[config.mk]
export PLATFORM = sky130hd
export DESIGN_NAME = jtgaiden_jumpprot
export DESIGN_NICKNAME = d
export VERILOG_FILES = /design/src/rtl/jtgaiden_jumpprot.sv
export SDC_FILE = /design/constraint.sdc
export NUM_CORES = 1
export LEC_CHECK = 0
export ABC_AREA = 1
export ABC_CLOCK_PERIOD_IN_PS = 2600
export BUFFER_PORTS_ARGS = -buffer_cell sky130_fd_sc_hd__buf_2
export CAP_MARGIN = 20
export CORE_MARGIN = 2
export CORE_UTILIZATION = 53
export CTS_BUF_LIST = sky130_fd_sc_hd__clkbuf_4 sky130_fd_sc_hd__clkbuf_8
export CTS_CLUSTER_DIAMETER = 30
export DETAILED_ROUTE_END_ITERATION = 12
export HOLD_SLACK_MARGIN = 0.05
export PLACE_DENSITY = 0.7
export SLEW_MARGIN = 5
export SYNTH_ARGS = -nofsm -noshare
export SYNTH_HDL_FRONTEND = slang
export SYNTH_SLANG_ARGS = --single-unit
[constraint.sdc]
create_clock -name clk -period 2.6 [get_ports clk]
set_input_delay 0.52 -clock clk [delete_from_list [all_inputs] [get_ports clk]]
set_output_delay 0.52 -clock clk [all_outputs]
set_load 0.05 [all_outputs]
[src/rtl/jtgaiden_jumpprot.sv]
// Protection-MCU emulator: CPU command bytes select an entry of a downloadable
// jump table, which is then read back MSB nibble first with a sequence tag.
module jtgaiden_jumpprot #(
  parameter int AW    = 5,   // must be > 4: the high index bits come from opcode 0x1
  parameter int DEPTH = 17,
  parameter int DW    = 16
) (
  input  logic          clk,
  input  logic          rst_n,
  input  logic          cpu_we,
  input  logic [7:0]    cpu_din,
  output logic [7:0]    cpu_dout,
  output logic          busy,
  input  logic          prog_we,
  input  logic [AW-1:0] prog_addr,
  input  logic [DW-1:0] prog_data,
  output logic [DW-1:0] jump,
  output logic          jump_ok
);
  localparam int NIB = DW / 4;
  localparam int IW  = (NIB > 1) ? $clog2(NIB) : 1;
  localparam logic [AW:0] DEPTH_W = (AW+1)'(DEPTH);

  typedef enum logic [2:0] {
    ST_IDLE, ST_GOTHI, ST_LOOKUP, ST_LATCH, ST_READY
  } state_t;

  state_t        state_q, state_d;
  logic [AW-1:0] index_q, index_d;
  logic [IW-1:0] ptr_q,   ptr_d;
  logic [7:0]    dout_q,  dout_d;
  logic [DW-1:0] jump_q,  jump_d;
  logic          ok_q,    ok_d;

  logic [DW-1:0]       mem [DEPTH];
  logic [DW-1:0]       rd_q;
  logic [3:0]          op, arg;
  logic                idx_ok, prog_ok, rd_en;
  logic [NIB-1:0][3:0] nibs;
  logic [IW-1:0]       nib_sel;

  assign op      = cpu_din[7:4];
  assign arg     = cpu_din[3:0];
  assign idx_ok  = {1'b0, index_q}   < DEPTH_W;
  assign prog_ok = {1'b0, prog_addr} < DEPTH_W;
  // Single RAM port: a download write wins and the lookup read retries next cycle.
  assign rd_en   = (state_q == ST_LOOKUP) && !prog_we && idx_ok;
  assign nibs    = jump_q;
  assign nib_sel = IW'(NIB-1) - ptr_q;

  // Table RAM is deliberately not reset so downloaded contents survive rst_n.
  always_ff @(posedge clk) begin
    if (prog_we && prog_ok) mem[prog_addr] <= prog_data;
    else if (rd_en)         rd_q <= mem[index_q];
  end

  always_ff @(posedge clk or negedge rst_n) begin
    if (!rst_n) begin
      state_q <= ST_IDLE;
      index_q <= '0;
      ptr_q   <= '0;
      dout_q  <= '0;
      jump_q  <= '0;
      ok_q    <= 1'b0;
    end else begin
      state_q <= state_d;
      index_q <= index_d;
      ptr_q   <= ptr_d;
      dout_q  <= dout_d;
      jump_q  <= jump_d;
      ok_q    <= ok_d;
    end
  end

  always_comb begin
    state_d = state_q;
    index_d = index_q;
    ptr_d   = ptr_q;
    dout_d  = dout_q;
    jump_d  = jump_q;
    ok_d    = ok_q;
    case (state_q)
      ST_IDLE, ST_READY: begin
        if (cpu_we && op == 4'h1) begin
          index_d = AW'({arg, index_q[3:0]});
          ptr_d   = '0;
          state_d = ST_GOTHI;
        end else if (cpu_we && op == 4'h3 && state_q == ST_READY) begin
          dout_d = {4'(ptr_q) + 4'd1, nibs[nib_sel]};
          if (ptr_q == IW'(NIB-1)) begin
            ptr_d   = '0;
            state_d = ST_IDLE;
          end else begin
            ptr_d = ptr_q + IW'(1);
          end
        end
      end
      ST_GOTHI: begin
        if (cpu_we && op == 4'h2) begin
          index_d = {index_q[AW-1:4], arg};
          state_d = ST_LOOKUP;
        end
      end
      ST_LOOKUP: begin
        if (!prog_we) state_d = ST_LATCH;
      end
      ST_LATCH: begin
        jump_d  = idx_ok ? rd_q : '0;
        ok_d    = 1'b1;
        ptr_d   = '0;
        dout_d  = 8'h80;
        state_d = ST_READY;
      end
      default: state_d = ST_IDLE;
    endcase
    // Abort overrides everything, including a lookup in flight.
    if (cpu_we && op == 4'h0) begin
      state_d = ST_IDLE;
      index_d = '0;
      ptr_d   = '0;
      dout_d  = '0;
      ok_d    = 1'b0;
    end
  end

  assign cpu_dout = dout_q;
  assign busy     = (state_q == ST_LOOKUP) || (state_q == ST_LATCH);
  assign jump     = jump_q;
  assign jump_ok  = ok_q;

endmodule

==> reports/metrics.cfg <==
[status]
status = finished, final reports clean

[power_and_ir_drop]
p_leak_uw = 0.007040
ir_drop_v = 0.0007481
internal_power_uw = 9710
p_sw_share_pct = 29.44
powerDensity_nw_per_um2 = 855.4
power_frac_clock_pct = 39.8
p_comb_share_pct = 17.0
netSwitchingPower_uw = 4051
power.share.sequential_pct = 43.2

[cts]
post_cts_resize_count = 0
cts_tree = yes
cts_root_buf = clkbuf_8
htree_levels = 2
clockBufferDepth = 3
cts-buffers-inserted = 60
insertion_delay_ps = 620
clock-sinks = 323
path_clk_slew_ps = 60

[sta]
setup_viol = 0
timing.hold.ws_ps = 154.7
finalHoldViolations = 0
fin_crit_ps = 1997
timing.slew.headroom_pct = 48.73
fin_tns_setup_ps = 0
fin_skew_ps = 32.11
min_period_over_period_pct = 76.81
rsz0062_at_grt = no
worstMarginPinSlew_ps = 769.0
slew_viol_final = 0
max_freq_mhz = 500.7
timing.final.ws_setup_ps = 602.9

[die]
design.die.area_um2 = 27770
die_y_um = 166.6
num_rows = 59
die_w_um = 166.6
start_util_pct = 53.95
num_io_pins = 59
coreArea_um2 = 25980

[grt]
grt_start_max_net_pins = 96
grt_pass1_wl_um = 53030
grt_pass1_vias = 9476
antenna_found_initial = 0
track_usage_pct = 24.91
globalRouteOverflowTotal = 0

[routing]
wl_per_cell_um = 18.29
ant_nets = 0
post-route-drc-count = 0
totalWireLength_um = 34410
dr.pass1.iters = 6
vias = 9952
drt_iter0_drc = 1072
via_per_inst = 5.291

[critical_path]
cp.required_ps = 3050
critPathKind = reg2reg
cpMaxStageDelayCell = dfrtp_2
path_max_fanout = 42
slowest_delay_ps = 420
cp-start-kind = flop
cp_cell_sequence = inv_2 > buf_12 > nand3_1 > nand2_1 > nand2_1 > nand3_1 > nor2_1 > nor2_1
critPathTopFamily = simple AND/OR/NAND/NOR gates
crit_arrival_ps = 2450
end_kind = flop
crit_buf_inv = 2

[synth]
seq_area_frac_synth_pct = 67.93
ys_warn_count = 0
synthCells = 1403
synth_area_per_cell_um2 = 9.993
synth_area_um2 = 14020
synth_fp_nets = 1437
ys_types = 25
synth-seq-cells = 323

[layout]
drive_gt1_share_pct = 13.78
antennaDiodeCount = 0
multiInputGateArea_um2 = 3379
num-fill-cells = 2119
synthToLayoutAreaGrowth_pct = 14.75
fin_nets = 1532
final_util_pct = 61.91
seq_area_um2 = 9529
fin_area_um2 = 16090

[flow_run]
cap_violations = 0

[place]
gp_congestion = 0.9012
dp_hpwl_um = 21460
dpl_worst_slack_ps = 443.8
port_buffers = 58
postPlaceCellArea_um2 = 14710

[hold_path]
hp-class = in2reg

==> cells by family (layout without fill, tap and decap cells) <==
| family | Yosys count | after routing | share of synthesized area, % |
|---|---|---|---|
| AOI/OAI and AO/OA | 42 | 42 | 1.642 |
| adders and majority gates | 1 | 1 | 0.08923 |
| buffers and inverters | 268 | 411 | 7.961 |
| DFF | 323 | 323 | 67.93 |
| and+or+nand+nor | 769 | 769 | 22.37 |
==> placed cells by master (no fill, tap or decap), types with 2 or more instances in the layout <==
cell type	count
dfrtp_1	33
nand2_1	455
edfxtp_1	288
nand2_4	2
clkinv_1	11
clkbuf_4	7
inv_2	3
buf_4	30
clkinv_4	4
a21oi_1	23
bufinv_16	9
o21ai_0	12
nand3_1	162
nand2_2	4
clkbuf_8	61
buf_2	58
nor2_1	138
clkinvlp_4	7
clkinv_2	7
o21ai_2	5
nor2_2	4
buf_12	4
inv_6	4
inv_1	204
==> metal layers <==
layer  global-route usage (%)  vias up  wire (um)
li1                         -     4693          -
met1                    34.42     4670      14050
met2                    39.63      509      15970
met3                    4.872       80       3366
met4                    9.258        0       1028
met5                        0        -          0
==> worst paths after layout <==
path                       startpoint    endpoint  slack (ps)  cells past startpoint
max                        index_q[1]     rd_q[0]         600                      8
min reg2reg                   rd_q[4]     jump[4]         470                      2
min                        cpu_din[2]  index_q[2]         150                      3
max in group asynchronous       rst_n  index_q[0]        1510                      2
min in group asynchronous       rst_n    jump[15]         530                      2
max reg2reg                index_q[1]     rd_q[0]         600                      8
==> tightest hold or removal path, stage by stage <==
cell and delay (ps):
buf_2 80, nand3_1 60, o21ai_0 70
==> cell type report <==
cell class              count  share of cell area (%)
repair buffers             93                   3.764
multi-input cells         812                   21.01
inverters                 208                   4.861
clock buffers              68                   5.545
clock inverters            42                   2.986
flip-flops and latches    323                   59.23
well taps                 335                   2.605
==> timing repair <==
action / 4_1_cts / 5_1_grt
buffers inserted: 0 / 0
hold buffers: 1 / 0
setup endpoints to repair: 0 / 0
hold endpoints to repair: 35 / 0
==> cell usage after synthesis <==
master      n  area share [%]
a31oi_1     1           0.045
edfxtp_1  288              62
o21ai_0    12            0.43
nand2_2     4            0.18
o21ai_1     1           0.036
o21ai_2     5            0.31
nor2_1    138             3.7
or2_1       1           0.045
clkbuf_1   14            0.37
dfrtp_1    35             6.2
nand4_1     1           0.045
nand3_2     1           0.071
buf_2      25            0.89
a21oi_1    23            0.82
buf_4       9            0.48
nor3_1      1           0.036
nand3_1   162             5.8
buf_1       6            0.16
inv_1     205             5.5
ha_1        1           0.089
nand2_4     2            0.16
inv_2       3           0.080
buf_6       6            0.48
nor2_2      4            0.18
nand2_1   455              12
==> stage by stage <==
step           instances  power [uW]
2_1_floorplan       1403        7615
4_1_cts             1881       13810
6_report            1881       13760
3_5_place_dp        1770        8350
3_3_place_gp        1770        8315
5_1_grt             1881       14300
==> state kept, by name, summed over array words and instances, names as in the netlist <==
register / count
ptr_q: 2
state_q: 3
cpu_dout: 8
jump: 16
jump_ok: 1
rd_q: 16
index_q: 5
mem: 272
==> power groups by stage <==
stage / registers (uW) / clock network, uW / logic [uW]
final: 5950 / 5480 / 2340
after CTS: 5950 / 5540 / 2310
after floorplan: 6210 / 0 / 1400
after global placement: 6050 / 0 / 2270
after detailed placement: 6050 / 0 / 2300
after global routing: 5970 / 5790 / 2550
(Power assumes the default switching activity.)
